$ cat config.mk
export PLATFORM = sky130hd
export DESIGN_NAME = lbp_window_sequencer
export DESIGN_NICKNAME = d
export VERILOG_FILES = /design/src/rtl/lbp_pkg.sv /design/src/rtl/lbp_window_regs.sv /design/src/rtl/lbp_window_sequencer.sv
export SDC_FILE = /design/constraint.sdc
export NUM_CORES = 1
export LEC_CHECK = 0
export BUFFER_PORTS_ARGS = -buffer_cell sky130_fd_sc_hd__buf_2
export CORE_UTILIZATION = 40
export CTS_BUF_LIST = sky130_fd_sc_hd__clkbuf_8
export DETAILED_ROUTE_END_ITERATION = 6
export SLEW_MARGIN = 5
export SYNTH_ARGS = -nofsm -noshare
export SYNTH_HDL_FRONTEND = slang
export SYNTH_SLANG_ARGS = --single-unit
$ cat constraint.sdc
create_clock -name clk -period 3.9 [get_ports clk]
set_clock_uncertainty 0.15 [all_clocks]
set_input_delay 0.39 -clock clk [delete_from_list [all_inputs] [get_ports clk]]
set_output_delay 0.39 -clock clk [all_outputs]
set_load 0.01 [all_outputs]
$ cat src/rtl/lbp_pkg.sv
// Shared types and constants for the LBP window sequencer: FSM states,
// neighbour byte indices and the 3x3 fetch-slot numbering.
package lbp_pkg;

  localparam int LBP_CW = 7;

  typedef enum logic [2:0] {
    ST_IDLE,
    ST_FETCH,
    ST_CAPTURE,
    ST_PRESENT,
    ST_ADVANCE,
    ST_DONE
  } state_e;

  // Neighbour k occupies win_nbr[8k+7:8k]
  localparam int NBR_TL = 0;
  localparam int NBR_T  = 1;
  localparam int NBR_TR = 2;
  localparam int NBR_L  = 3;
  localparam int NBR_R  = 4;
  localparam int NBR_BL = 5;
  localparam int NBR_B  = 6;
  localparam int NBR_BR = 7;

  // Column-major slot order, which is also the full-fetch read order
  typedef enum logic [3:0] {
    SLOT_LT, SLOT_LM, SLOT_LB,
    SLOT_MT, SLOT_MM, SLOT_MB,
    SLOT_RT, SLOT_RM, SLOT_RB
  } slot_e;

  function automatic logic [1:0] slot_col(input slot_e s);
    return 2'(int'(s) / 3);
  endfunction

  function automatic logic [1:0] slot_row(input slot_e s);
    return 2'(int'(s) % 3);
  endfunction

endpackage

$ cat src/rtl/lbp_window_regs.sv
// 3x3 pixel store (columns L, M, R; rows top to bottom) with slot write,
// left shift of the columns and packed centre/neighbour outputs.
module lbp_window_regs
  import lbp_pkg::*;
(
  input  logic        clk,
  input  logic        reset,
  input  logic        wr_en,
  input  logic [3:0]  wr_slot,
  input  logic [7:0]  wr_data,
  input  logic        shift_en,
  output logic [7:0]  center,
  output logic [63:0] nbr
);

  logic [7:0] px [3][3];  // [col][row]
  logic [1:0] wr_col;
  logic [1:0] wr_row;

  assign wr_col = slot_col(slot_e'(wr_slot));
  assign wr_row = slot_row(slot_e'(wr_slot));

  always_ff @(posedge clk) begin
    if (reset) begin
      for (int c = 0; c < 3; c++) begin
        for (int r = 0; r < 3; r++) begin
          px[c][r] <= 8'd0;
        end
      end
    end else if (wr_en) begin
      px[wr_col][wr_row] <= wr_data;
    end else if (shift_en) begin
      for (int r = 0; r < 3; r++) begin
        px[0][r] <= px[1][r];
        px[1][r] <= px[2][r];
      end
    end
  end

  assign center = px[1][1];

  always_comb begin
    nbr = '0;
    nbr[8*NBR_TL +: 8] = px[0][0];
    nbr[8*NBR_T  +: 8] = px[1][0];
    nbr[8*NBR_TR +: 8] = px[2][0];
    nbr[8*NBR_L  +: 8] = px[0][1];
    nbr[8*NBR_R  +: 8] = px[2][1];
    nbr[8*NBR_BL +: 8] = px[0][2];
    nbr[8*NBR_B  +: 8] = px[1][2];
    nbr[8*NBR_BR +: 8] = px[2][2];
  end

endmodule

$ cat src/rtl/lbp_window_sequencer.sv
// Raster-scans the image interior, fetches each 3x3 window from gray memory
// and hands it to the LBP datapath. LBP_WINDOW_REUSE_EN enables column reuse.
module lbp_window_sequencer
  import lbp_pkg::*;
#(
  parameter int CW = LBP_CW
) (
  input  logic            clk,
  input  logic            reset,
  input  logic            gray_ready,
  output logic            gray_req,
  output logic [2*CW-1:0] gray_addr,
  input  logic [7:0]      gray_data,
  output logic            win_valid,
  input  logic            win_ready,
  output logic [2*CW-1:0] win_addr,
  output logic [7:0]      win_center,
  output logic [63:0]     win_nbr,
  output logic            finish,
  output logic [2:0]      dbg_state
);

  // Handshake: a window transfers on a cycle where win_valid && win_ready;
  // win_valid and all win_* stay stable until that transfer.

  localparam logic [CW-1:0] POS_MAX = CW'((1 << CW) - 2);
  localparam logic [CW-1:0] POS_ONE = CW'(1);

  state_e         state;
  slot_e          slot;
  slot_e          wr_slot;
  slot_e          first_slot;
  logic           wr_en;
  logic           shift_en;
  logic           last_pos;
  logic [CW-1:0]  row, col;
  logic [CW-1:0]  next_row, next_col;

  function automatic logic [2*CW-1:0] fetch_addr(input logic [CW-1:0] r,
                                                 input logic [CW-1:0] c,
                                                 input slot_e s);
    logic [CW-1:0] ar;
    logic [CW-1:0] ac;
    ar = r + CW'(slot_row(s)) - POS_ONE;
    ac = c + CW'(slot_col(s)) - POS_ONE;
    return {ar, ac};
  endfunction

  assign last_pos  = (row == POS_MAX) && (col == POS_MAX);
  assign win_addr  = {row, col};
  assign dbg_state = state;

  always_comb begin
    next_row = row;
    next_col = col + POS_ONE;
    if (col == POS_MAX) begin
      next_row = row + POS_ONE;
      next_col = POS_ONE;
    end
  end

`ifdef LBP_WINDOW_REUSE_EN
  // Mid-row windows keep L/M from the previous position and read only R
  assign first_slot = (next_col != POS_ONE) ? SLOT_RT : SLOT_LT;
  assign shift_en   = (state == ST_ADVANCE) && !last_pos && (next_col != POS_ONE);
`else
  assign first_slot = SLOT_LT;
  assign shift_en   = 1'b0;
`endif

  always_ff @(posedge clk) begin
    if (reset) begin
      state     <= ST_IDLE;
      row       <= POS_ONE;
      col       <= POS_ONE;
      slot      <= SLOT_LT;
      wr_slot   <= SLOT_LT;
      wr_en     <= 1'b0;
      gray_req  <= 1'b0;
      gray_addr <= '0;
      win_valid <= 1'b0;
      finish    <= 1'b0;
    end else begin
      // Read data returns one cycle after its request; track which slot it fills
      wr_en   <= gray_req;
      wr_slot <= slot;
      case (state)
        ST_IDLE: begin
          if (gray_ready) begin
            state     <= ST_FETCH;
            slot      <= SLOT_LT;
            gray_req  <= 1'b1;
            gray_addr <= fetch_addr(row, col, SLOT_LT);
          end
        end
        ST_FETCH: begin
          if (slot == SLOT_RB) begin
            state    <= ST_CAPTURE;
            gray_req <= 1'b0;
          end else begin
            slot      <= slot_e'(slot + 4'd1);
            gray_addr <= fetch_addr(row, col, slot_e'(slot + 4'd1));
          end
        end
        ST_CAPTURE: begin
          state     <= ST_PRESENT;
          win_valid <= 1'b1;
        end
        ST_PRESENT: begin
          if (win_ready) begin
            state     <= ST_ADVANCE;
            win_valid <= 1'b0;
          end
        end
        ST_ADVANCE: begin
          if (last_pos) begin
            state  <= ST_DONE;
            finish <= 1'b1;
          end else begin
            state     <= ST_FETCH;
            row       <= next_row;
            col       <= next_col;
            slot      <= first_slot;
            gray_req  <= 1'b1;
            gray_addr <= fetch_addr(next_row, next_col, first_slot);
          end
        end
        ST_DONE: begin
          state <= ST_DONE;
        end
        default: begin
          state <= ST_IDLE;
        end
      endcase
    end
  end

  lbp_window_regs u_regs (
    .clk      (clk),
    .reset    (reset),
    .wr_en    (wr_en),
    .wr_slot  (wr_slot),
    .wr_data  (gray_data),
    .shift_en (shift_en),
    .center   (win_center),
    .nbr      (win_nbr)
  );

endmodule

==> results.txt, run 1 <==
outcome = finished, violations left
failing checks = setup timing
DP Area = 7162 um2
Clock transition at path regs = 80 ps
Via-to-Cell Ratio = 5.207
standard-cell rows = 44
Cell Pwr Density = 360.7 nW/um2
die extent in y = 124.7 um
die area = 15550 um2
number of enable flip-flop cells after synthesis = 72
final hold violation count = 0
port bufs = 117
fin. max-slew vios = 0
Fin Hold WS = 143.7 ps
Setup TNS Final = -97.44 ps
CP delay by family, top = adder cells
syn_nets = 673
most frequent cell after synthesis = nor2_1
register area share after synthesis = 50.21%
design area = 7757 um2
hold_sp = win_ready
ranking of synthesized cells by area = edfxtp_1 (36%), dfxtp_1 (14%), ha_1 (7.7%), nor2_1 (7.0%), xnor2_1 (3.6%)
DP Wirelength = 11110 um
initial antenna violation count = 1
CP endpoint kind = flip-flop
crit path kind = reg -> reg
Pre-antenna DRT Iters = 5
Min-Delay Path Depth = 4
CP max stage cell = dfxtp_4
CP cell instances = ha_4 > xnor2_4 > inv_2 > ha_4 > nand2b_4 > a41o_1 > xnor2_2 > ha_2 > a211oi_4 > mux2i_1 > ha_1 > inv_2 > ha_4 > inv_2 > fa_2 > inv_2 > a21o_1 > a21oi_2 > xor2_1 > o21ai_1 > a21oi_1 > nor3_1
clk buf depth = 2
CP max FO = 4
post-route non-filler standard cell count = 980
most used cell, CP = inv_2
initial drt markers = 330
grt total ovfl = 0
DP Worst Slack = -211.0 ps
Leak = 3.339 nW
CORE AREA = 14590 um2
placed cells = 940
Tcrit/Tclk final = 102.5%
vias = 5103
Synth async-reset ratio = 0%
final worst setup slack = -97.44 ps
CTS tree = done
I/O Pins = 118
vias in the first global route = 4732
power consumption = 2.798 mW
wire length per cell = 15.88 um
largest net degree at the start of global routing = 55
ys flop type = edfxtp_1
Final Critical Period = 3997 ps
# DRC = 0
Clock Sinks = 115
Cells after Synth = 622
TritonCTS Buffers = 17
Slew @ Worst Pin = 669.4 ps
remaining antenna violation count = 0
CTS Root Cell = clkbuf_8
Total GRT Usage = 20.32%
clk_lat worst skew = 450 ps
# setup viols final = 1
Synth Warn # = 0
Max Freq = 250.2 MHz
Cell Area, Synth = 6021 um2
type of the tightest min-delay check = in -> reg
Post-synth top cells = nor2_1 (112), edfxtp_1 (72), dfxtp_1 (43), nand2_1 (41), inv_1 (40)
Bufs and invs on worst path = 4
Peak VDD IR = 208.3 uV
Nets = 833
biggest area consumer among synthesized cells = edfxtp_1
#FFs+latches synth = 115
worst r2r src = slot[0]
r2r worst-path depth = 22
Crit. path cell count = 22
H-Tree Level Count = 4
unrepaired setup endpoints after global routing = yes
first-pass GRT wire length = 24630 um
Initial Util = 41.27%
DRT Wirelength = 15560 um
Startpoint Class = flip-flop
reg2reg setup slack = -100 ps
Crit path required time = 4120 ps
Horiz. Die Dim = 124.7 um
Area Growth Syn to Fin = 28.84%
Max Cap Viol = 0
top cell type's share of synthesized area = 35.91%
Mean Syn Cell Area = 9.680 um2
relative slew slack = 55.27%
crit path DAT = 4220 ps
critical path's largest stage delay = 370 ps
Final Core Density = 53.17%
share of cells above drive strength 1 = 30.69%
Unique masters post-synth = 58
RD Place Congestion = 0.8504
Crit. Startpoint = slot[0]
==> state kept, by name, summed over array words and instances, names as in the netlist <==
signal     count
dbg_state      3
col            7
row            7
wr_slot        4
finish         1
wr_en          1
u_regs.px     72
win_valid      1
gray_addr     14
slot           4
gray_req       1
==> cell usage in the layout, fill, tap and decap left out, types with 6 or more instances in the layout <==
master	synthesis	layout
xnor2_1	25	20
nor2_1	112	111
o21ai_0	24	22
nand2b_1	17	16
a211oi_1	10	8
ha_4	0	6
buf_2	0	117
nand4_1	8	8
dfxtp_1	43	40
inv_2	0	6
nand2_1	41	41
a21oi_1	32	28
ha_1	37	29
nand3_1	12	11
edfxtp_1	72	72
inv_1	40	34
buf_4	0	53
clkbuf_8	0	17
xor2_1	11	11
a21o_1	8	8
nor3_1	20	19
nor4_1	6	6
inv_6	0	9
==> kinds of logic (layout without fill, tap and decap cells) <==
group	count (synthesis)	count (layout)	share of synthesized area (%)
DFF	115	115	50.21
other	0	1	0
and+or+nand+nor	245	245	19.08
xor gates and xnor gates	36	36	5.237
muxes	5	5	0.8520
buffers and inverters	71	244	4.426
adders and majority gates	39	39	8.354
AOI/OAI and AO/OA	111	111	11.85
==> layout make-up <==
| type | instances | area [um2] |
|---|---|---|
| clock buffers | 17 | 234.0 |
| flip-flops and latches | 115 | 3029 |
| clock inverters | 15 | 180.2 |
| fillers | 1325 | 6832 |
| diodes | 1 | 2.502 |
| well taps | 184 | 230.2 |
| repair buffers | 171 | 994.7 |
| inverters | 41 | 153.9 |
| multi-input cells | 436 | 2933 |
==> layer usage <==
| metal | GRT usage (%) | wire (um) | vias to the layer above |
|---|---|---|---|
| met3 | 4.940 | 942 | 30 |
| li1 | - | - | 2503 |
| met5 | 0 | 0 | - |
| met1 | 25.17 | 6837 | 2406 |
| met4 | 8.717 | 330 | 0 |
| met2 | 33.60 | 7449 | 164 |
==> path summary, 6_finish.rpt <==
path                                 endpoint
worst max-delay path            gray_addr[12]
worst min register to register   gray_addr[8]
worst max register to register  gray_addr[12]
worst min-delay path                win_valid
==> where the power goes <==
part	internal (mW)	switching, mW
Combinational	0.109	0.151
Clock	0.598	0.586
Sequential	1.33	0.0204
==> worst register-to-register path, cell delays in order, from the launching register on <==
cell      delay (ps)
dfxtp_4          370
ha_4             170
xnor2_4          190
inv_2             80
ha_4             210
nand2b_4         130
a41o_1           210
xnor2_2          150
ha_2             200
a211oi_4         270
mux2i_1          220
ha_1             250
inv_2             70
ha_4             140
inv_2             40
fa_2             340
inv_2             50
a21o_1           120
a21oi_2           50
xor2_1           150
o21ai_1          110
a21oi_1           60
nor3_1           180
==> timing repair <==
item / CTS / global route
hold buffers: 0 / 0
pin swaps: 14 / 31
endpoints found under the setup margin: 9 / 10
buffers inserted: 5 / 2
gates resized for setup: 11 / 20
Note: power is estimated with default switching activity, not from simulation.
==> run 2: changes to the inputs <==
Settings changed: CTS_CLUSTER_DIAMETER set to 60, SYNTH_HIERARCHICAL set to 1.
==> run 2 against run 1 <==
Compared with the run above:
- the flow finishes with violations (slew limit, setup timing)
- cell count grew 2.2%
- combinational power grew to 2.8 times the previous value
- global-route usage grew 0.43 points
- largest cell class is now multi-input gates
- synthesized cell count shrank 0.80%
- design area grew 6.7%
- area after synthesis grew 9.0%
- die area grew 8.9%
- sequential cell count is the same
- sequential share of layout area shrank 2.4 points
- total power grew 20%
- first-iteration DRC count shrank 39%
- non-clock buffer count shrank 6
==> results.txt, run 2 <==
CP max FO = 4 (unchanged)
Clock Sinks = 115 (unchanged)
Synth Area in XOR/XNOR = 4.669% (-0.57 points)
Initial Util = 41.18% (-0.091 points)
CTS Root Cell = clkbuf_8
main combinational cell family by area after synthesis = compound AO/OA/AOI/OAI gates
ys flop type = edfxtp_1
Horiz. Die Dim = 130.1 um (+4.4%)
Tcrit/Tclk final = 110.8% (+8.3 points)
Largest register FFs = 72 (unchanged)
CP cell instances = ha_4 > xnor2_4 > nor2_2 > ha_2 > inv_2 > o21ai_2 > nor2_1 > a21o_1 > xnor2_2 > ha_2 > a311o_1 > a21oi_2 > mux2i_1 > ha_2 > inv_2 > ha_4 > inv_2 > fa_2 > inv_2 > a21o_1 > a21oi_2 > xor2_1 > o31a_1 > o22ai_1
remaining antenna violation count = 0 (unchanged)
Unique masters post-synth = 70 (+21%)
most common cell after layout, fill and taps aside = buf_2
Max Freq = 231.3 MHz (-7.5%)
Mean Syn Cell Area = 10.64 um2 (+9.9%)
CORE AREA = 15940 um2 (+9.3%)
Cell Pwr Density = 405.5 nW/um2 (+12%)
Leak = 3.482 nW (+4.3%)
relative slew slack = -249.2% (-300 points)
Total GRT Usage = 20.75% (+0.43 points)
placed cells = 959 (+2.0%)
CP endpoint kind = flip-flop
top cell type's share of synthesized area = 32.93% (-3.0 points)
most frequent cells in the layout = buf_2 (117), edfxtp_1 (72), nor2_1 (55), buf_4 (46), dfxtp_1 (40)
Setup TNS Final = -1907 ps (-1809 ps)
Final Critical Period = 4323 ps (+325.5 ps)
Post-Synth Simple-Gate Area = 17.00% (-2.1 points)
post-synthesis adder-cell area fraction = 7.662% (-0.69 points)
final worst setup slack = -423.0 ps (-325.5 ps)
failing checks = slew limit, setup timing
unrepaired setup endpoints after global routing = yes
wire length per cell = 16.65 um (+4.9%)
#FFs+latches synth = 115 (unchanged)
die area = 16930 um2 (+8.9%)
power consumption = 3.356 mW (+20%)
Synth Warn # = 6 (+6)
final hold violation count = 0 (unchanged)
clk_lat worst skew = 440 ps (about the same)
crit path kind = reg -> reg
CP max stage cell = dfxtp_4
vias in the first global route = 5401 (+14%)
# DRC = 0 (unchanged)
biggest area consumer among synthesized cells = edfxtp_1
most frequent cell after synthesis = edfxtp_1
Area Growth Syn to Fin = 26.09%
type of the tightest min-delay check = in -> reg
Pre-antenna DRT Iters = 5 (unchanged)
Synth async-reset ratio = 0% (unchanged)
mux cell area share after synthesis = 0.4574% (-0.39 points)
most used cell, CP = inv_2
initial antenna violation count = 0 (-1)
clk buf depth = 2 (unchanged)
TritonCTS Buffers = 17 (unchanged)
CTS Hold Bufs = 0 (unchanged)
Cells after Synth = 617 (-0.80%)
vias = 5356 (+5.0%)
post-route non-filler standard cell count = 1002 (+2.2%)
Via-to-Cell Ratio = 5.345 (+2.7%)
number of enable flip-flop cells after synthesis = 72 (unchanged)
Crit path required time = 4120 ps (about the same)
first-pass GRT wire length = 27030 um (+9.7%)
port bufs = 117 (unchanged)
RD Place Congestion = 0.8659 (+1.8%)
Peak VDD IR = 206.4 uV (-0.90%)
fin. max-slew vios = 49 (+49)
register area share after synthesis = 46.05% (-4.2 points)
ranking of synthesized cells by area = edfxtp_1 (33%), dfxtp_1 (13%), ha_1 (7.1%), a22o_1 (4.3%), xnor2_1 (3.5%)
# setup viols final = 9 (+8)
CTS tree = done
initial drt markers = 202 (-39%)
I/O Pins = 118 (unchanged)
Post-synth top cells = edfxtp_1 (72), nor2_1 (57), dfxtp_1 (43), ha_1 (37), inv_1 (33)
standard-cell rows = 46 (+4.5%)
Biggest register = u_regs/px
DRT Wirelength = 16690 um (+7.2%)
crit path DAT = 4540 ps (+320 ps)
H-Tree Level Count = 4 (unchanged)
die extent in y = 130.1 um (+4.4%)
critical path's largest stage delay = 380 ps (about the same)
largest net degree at the start of global routing = 49 (-11%)
grt total ovfl = 0 (unchanged)
Nets = 824 (-1.1%)
outcome = finished, violations left
Max Cap Viol = 0 (unchanged)
Startpoint Class = flip-flop
Regs by FF count = u_regs/px x72, gray_addr x14
DP Worst Slack = -380.6 ps (-169.6 ps)
Inserted Diodes = 0 (-1)
share of cells above drive strength 1 = 33.72% (+3.0 points)
Cell Area, Synth = 6565 um2 (+9.0%)
Synth Area in Compound Gates = 19.82% (+8.0 points)
DP Wirelength = 12260 um (+10%)
Filler cells = 1451 (+9.5%)
Slew @ Worst Pin = 5227 ps (+4558 ps)
Clock transition at path regs = 80 ps (about the same)
==> run 2: cell count changes in the layout (fill, tap and decap cells not counted), moves of 8 or more <==
cell | previous run | this run
nand2_1 | 41 | 30
nor2b_1 | 5 | 14
and2_1 | 1 | 25
a22o_1 | 1 | 32
a32o_1 | 0 | 16
nor2_1 | 111 | 55
inv_1 | 34 | 26
o21ai_0 | 22 | 14
nand2b_1 | 16 | 8
==> run 2: metal layers <==
layer	vias up	GRT usage (%)	share of wire (%)
met2	183	35.26	48
met1	2549	25.05	43
met4	0	9.576	2.9
met5	-	0	0
met3	31	4.551	5.7
li1	2593	-	-
==> run 2: per-stage QoR <==
step           util (%)  hold WS, ps  instance area (um2)
2_1_floorplan         -        323.2                 6675
3_5_place_dp      47.99        299.4                 7651
5_1_grt           51.92        117.7                 8278
4_1_cts           51.50        99.04                 8210
3_3_place_gp      47.99        295.7                 7651
6_report          51.92        115.8                 8278
==> run 2: area by class of cell <==
class / instances / area [um2] / share of cell area (%)
clock buffers: 17 / 234.0 / 2.826
repair buffers: 165 / 953.4 / 11.52
flip-flops and latches: 115 / 3032 / 36.62
clock inverters: 15 / 178.9 / 2.161
well taps: 216 / 270.3 / 3.265
multi-input cells: 441 / 3486 / 42.11
inverters: 33 / 123.9 / 1.496
==> run 2: logic make-up after synthesis <==
group	after synthesis
simple gates	202
compound gates	160
flops	115
buf+inv	62
fa+ha+maj	39
xor+xnor	35
mux	3
other cells	1
==> run 2: where the power goes <==
part	total (mW)	internal, mW	switching (mW)
registers	1.46	1.39	0.0667
clock network	1.17	0.597	0.577
logic	0.726	0.324	0.401
total	3.36	2.31	1.05
==> run 2: worst paths after layout <==
path	depth (start not counted)	slack, ps	endpoint	from
worst min register to register	2	310	gray_addr[3]	gray_addr[3]
worst max-delay path	24	-420	gray_addr[12]	slot[0]
worst min-delay path	2	120	wr_slot[0]	reset
worst max register to register	24	-420	gray_addr[12]	slot[0]
==> run 2: worst max-delay path, delay by kind of cell, from the launching register on <==
family | cells | cell delay [ps]
muxes | 1 | 230
DFF | 1 | 380
and+or+nand+nor | 2 | 210
adders and majority gates | 6 | 1330
AOI/OAI and AO/OA | 8 | 1320
xor gates and xnor gates | 3 | 420
buffers and inverters | 4 | 190
==> run 2: what timing repair did <==
item                                    4_1_cts  5_1_grt
buffers inserted                              9        3
gates cloned                                  0        0
gates resized for setup                      19       16
pin swaps                                    11       30
endpoints found under the setup margin        8       10
==> run 3: changes to the inputs <==
Settings changed: BUFFER_PORTS_ARGS -buffer_cell sky130_fd_sc_hd__buf_2 to -buffer_cell sky130_fd_sc_hd__clkbuf_2, SETUP_SLACK_MARGIN set to 0.4.
Clock period 3.9 ns to 5.3 ns, I/O delays scaled along.
==> run 3 against run 2 <==
Compared with the run above:
- the run ends with slew limit left
- worst hold slack improved by 130 ps
- sequential cell count did not move
- combinational power fell by 39%
- clock power fell by 28%
- wire length fell by 5.2%
- maximum frequency fell by 6.6%
- first-iteration DRC count rose by 46%
- critical path depth did not move
- register-to-register slack improved by 1100 ps
- utilization fell by 2.9 points
- total power fell by 30%
- sequential share of layout area rose by 2.2 points
- largest cell class unchanged
==> results.txt, run 3 (same netlist as run 2, synthesis figures left out) <==
power share of the combinational group = 18.6% (-3.0 points)
CTS Root Cell = clkbuf_8
Tcrit/Tclk final = 87.37% (-23 points)
Startpoint Class = flip-flop
Pre-antenna DRT Iters = 5 (unchanged)
Max Freq = 216.0 MHz (-6.6%)
CP endpoint kind = flip-flop
Clock transition at path regs = 90 ps (about the same)
most common cell after layout, fill and taps aside = clkbuf_2
placed cells = 925 (-3.5%)
Filler cells = 1458 (+0.48%)
# DRC = 0 (unchanged)
CTS Hold Bufs = 0 (unchanged)
Largest register FFs = 72 (unchanged)
Inserted Diodes = 0 (unchanged)
# setup viols final = 0 (-9)
DP Wirelength = 11620 um (-5.2%)
die area = 16930 um2 (unchanged)
unrepaired setup endpoints after global routing = no
vias = 5211 (-2.7%)
largest net degree at the start of global routing = 49 (unchanged)
share of power burned in the clock network = 35.8% (+0.8 points)
Switching Share = 29.46% (-1.7 points)
Nets = 782 (-5.1%)
final worst setup slack = 669.4 ps (+1092 ps)
Area Growth Syn to Fin = 18.94%
standard-cell rows = 46 (unchanged)
Regs by FF count = u_regs/px x72, gray_addr x14
Int Power = 1.667 mW (-28%)
wire length per cell = 16.48 um (-1.0%)
Cell Pwr Density = 302.7 nW/um2 (-25%)
type of the tightest min-delay check = in -> reg
Peak VDD IR = 148.0 uV (-28%)
crit path kind = reg -> reg
most frequent cells in the layout = clkbuf_2 (117), edfxtp_1 (72), nor2_1 (56), dfxtp_1 (41), ha_1 (36)
Clock Sinks = 115 (unchanged)
first-pass GRT wire length = 25110 um (-7.1%)
relative slew slack = -254.0% (-4.7 points)
P_sw = 0.6963 mW (-33%)
final hold violation count = 0 (unchanged)
fin. max-slew vios = 49 (unchanged)
I/O Pins = 118 (unchanged)
H-Tree Level Count = 4 (unchanged)
outcome = finished, violations left
RD Place Congestion = 0.8764 (+1.2%)
Initial Util = 41.18% (unchanged)
DP Worst Slack = 274.0 ps (+654.6 ps)
share of cells above drive strength 1 = 25.54% (-8.2 points)
Slew @ Worst Pin = 5298 ps (+70.92 ps)
Via-to-Cell Ratio = 5.428 (+1.5%)
clk buf depth = 2 (unchanged)
Biggest register = u_regs/px
CP max FO = 8 (+4)
clk_lat worst skew = 450 ps (about the same)
CTS tree = done
grt total ovfl = 0 (unchanged)
initial drt markers = 294 (+46%)
failing checks = slew limit
die extent in y = 130.1 um (unchanged)
DRT Wirelength = 15820 um (-5.2%)
CORE AREA = 15940 um2 (unchanged)
vias in the first global route = 4885 (-9.6%)
Horiz. Die Dim = 130.1 um (unchanged)
crit path DAT = 4840 ps (+300 ps)
remaining antenna violation count = 0 (unchanged)
Max Cap Viol = 0 (unchanged)
post-route non-filler standard cell count = 960 (-4.2%)
Final Critical Period = 4631 ps (+307.7 ps)
Setup TNS Final = 0 ps (+1907 ps)
Leak = 3.202 nW (-8.0%)
port bufs = 117 (unchanged)
TritonCTS Buffers = 17 (unchanged)
initial antenna violation count = 0 (unchanged)
Total GRT Usage = 19.42% (-1.3 points)
Crit path required time = 5510 ps (+1390 ps)
Seq pwr share = 45.5% (+2.1 points)
[run 3: critical path: stages, from the launching register on]
cell	delay (ps)
dfxtp_4	380
ha_1	230
xnor2_2	190
nor2_4	140
ha_1	200
inv_1	130
o21ai_2	180
nor2_1	60
a21o_1	210
xnor2_1	150
ha_1	200
a311o_1	310
a21oi_4	140
mux2i_1	200
ha_1	240
inv_1	50
ha_1	160
inv_1	50
fa_1	390
inv_1	80
a21o_1	110
a21oi_1	70
xor2_1	140
o31a_1	230
o22ai_1	140
[run 3: what timing repair did]
item / in CTS / in global routing
buffers inserted: 0 / 3
pin swaps: 0 / 1
setup endpoints to repair: 2 / 7
resized for setup: 2 / 15
[run 3: area by class of cell]
class / count / area [um2] / area share, %
sequential: 115 / 3028 / 38.78
multi-input combinational: 441 / 3342 / 42.80
clock inverter: 15 / 180.2 / 2.307
inverter: 33 / 123.9 / 1.586
clock buffer: 17 / 234.0 / 2.996
tap: 216 / 270.3 / 3.461
timing repair buffer: 123 / 630.6 / 8.076
[run 3: metal layers]
metal,wire length [um],vias up,GRT usage (%)
li1,-,2515,-
met1,6816,2464,24.00
met2,7754,205,33.32
met3,936,27,4.100
met4,311,0,7.045
met5,0,-,0
[run 3: power groups by stage]
stage	sequential [mW]	combinational [mW]	clock, mW
after floorplan	1.11	0.273	0
after global placement	1.09	0.426	0
after detailed placement	1.09	0.433	0
after CTS	1.07	0.436	0.868
after global routing	1.08	0.497	0.912
final	1.08	0.441	0.847
[run 3: worst paths after layout]
check | from | endpoint | slack, ps | cells after the start
worst min register to register | gray_addr[3] | gray_addr[3] | 310 | 2
worst max register to register | slot[0] | gray_addr[12] | 670 | 24
worst min-delay path | win_ready | win_valid | 250 | 4
worst max-delay path | slot[0] | gray_addr[12] | 670 | 24
[run 3: per-stage QoR]
| stage | instance area, um2 | util (%) | hold WS (ps) | total power [mW] |
|---|---|---|---|---|
| finish | 7809 | 48.98 | 249.2 | 2.364 |
| global route | 7809 | 48.98 | 263.1 | 2.493 |
| CTS | 7715 | 48.39 | 240.9 | 2.378 |
| detailed placement | 7289 | 45.72 | 297.6 | 1.527 |
| global placement | 7289 | 45.72 | 290.5 | 1.518 |
| floorplan | 6569 | - | 326.2 | 1.382 |
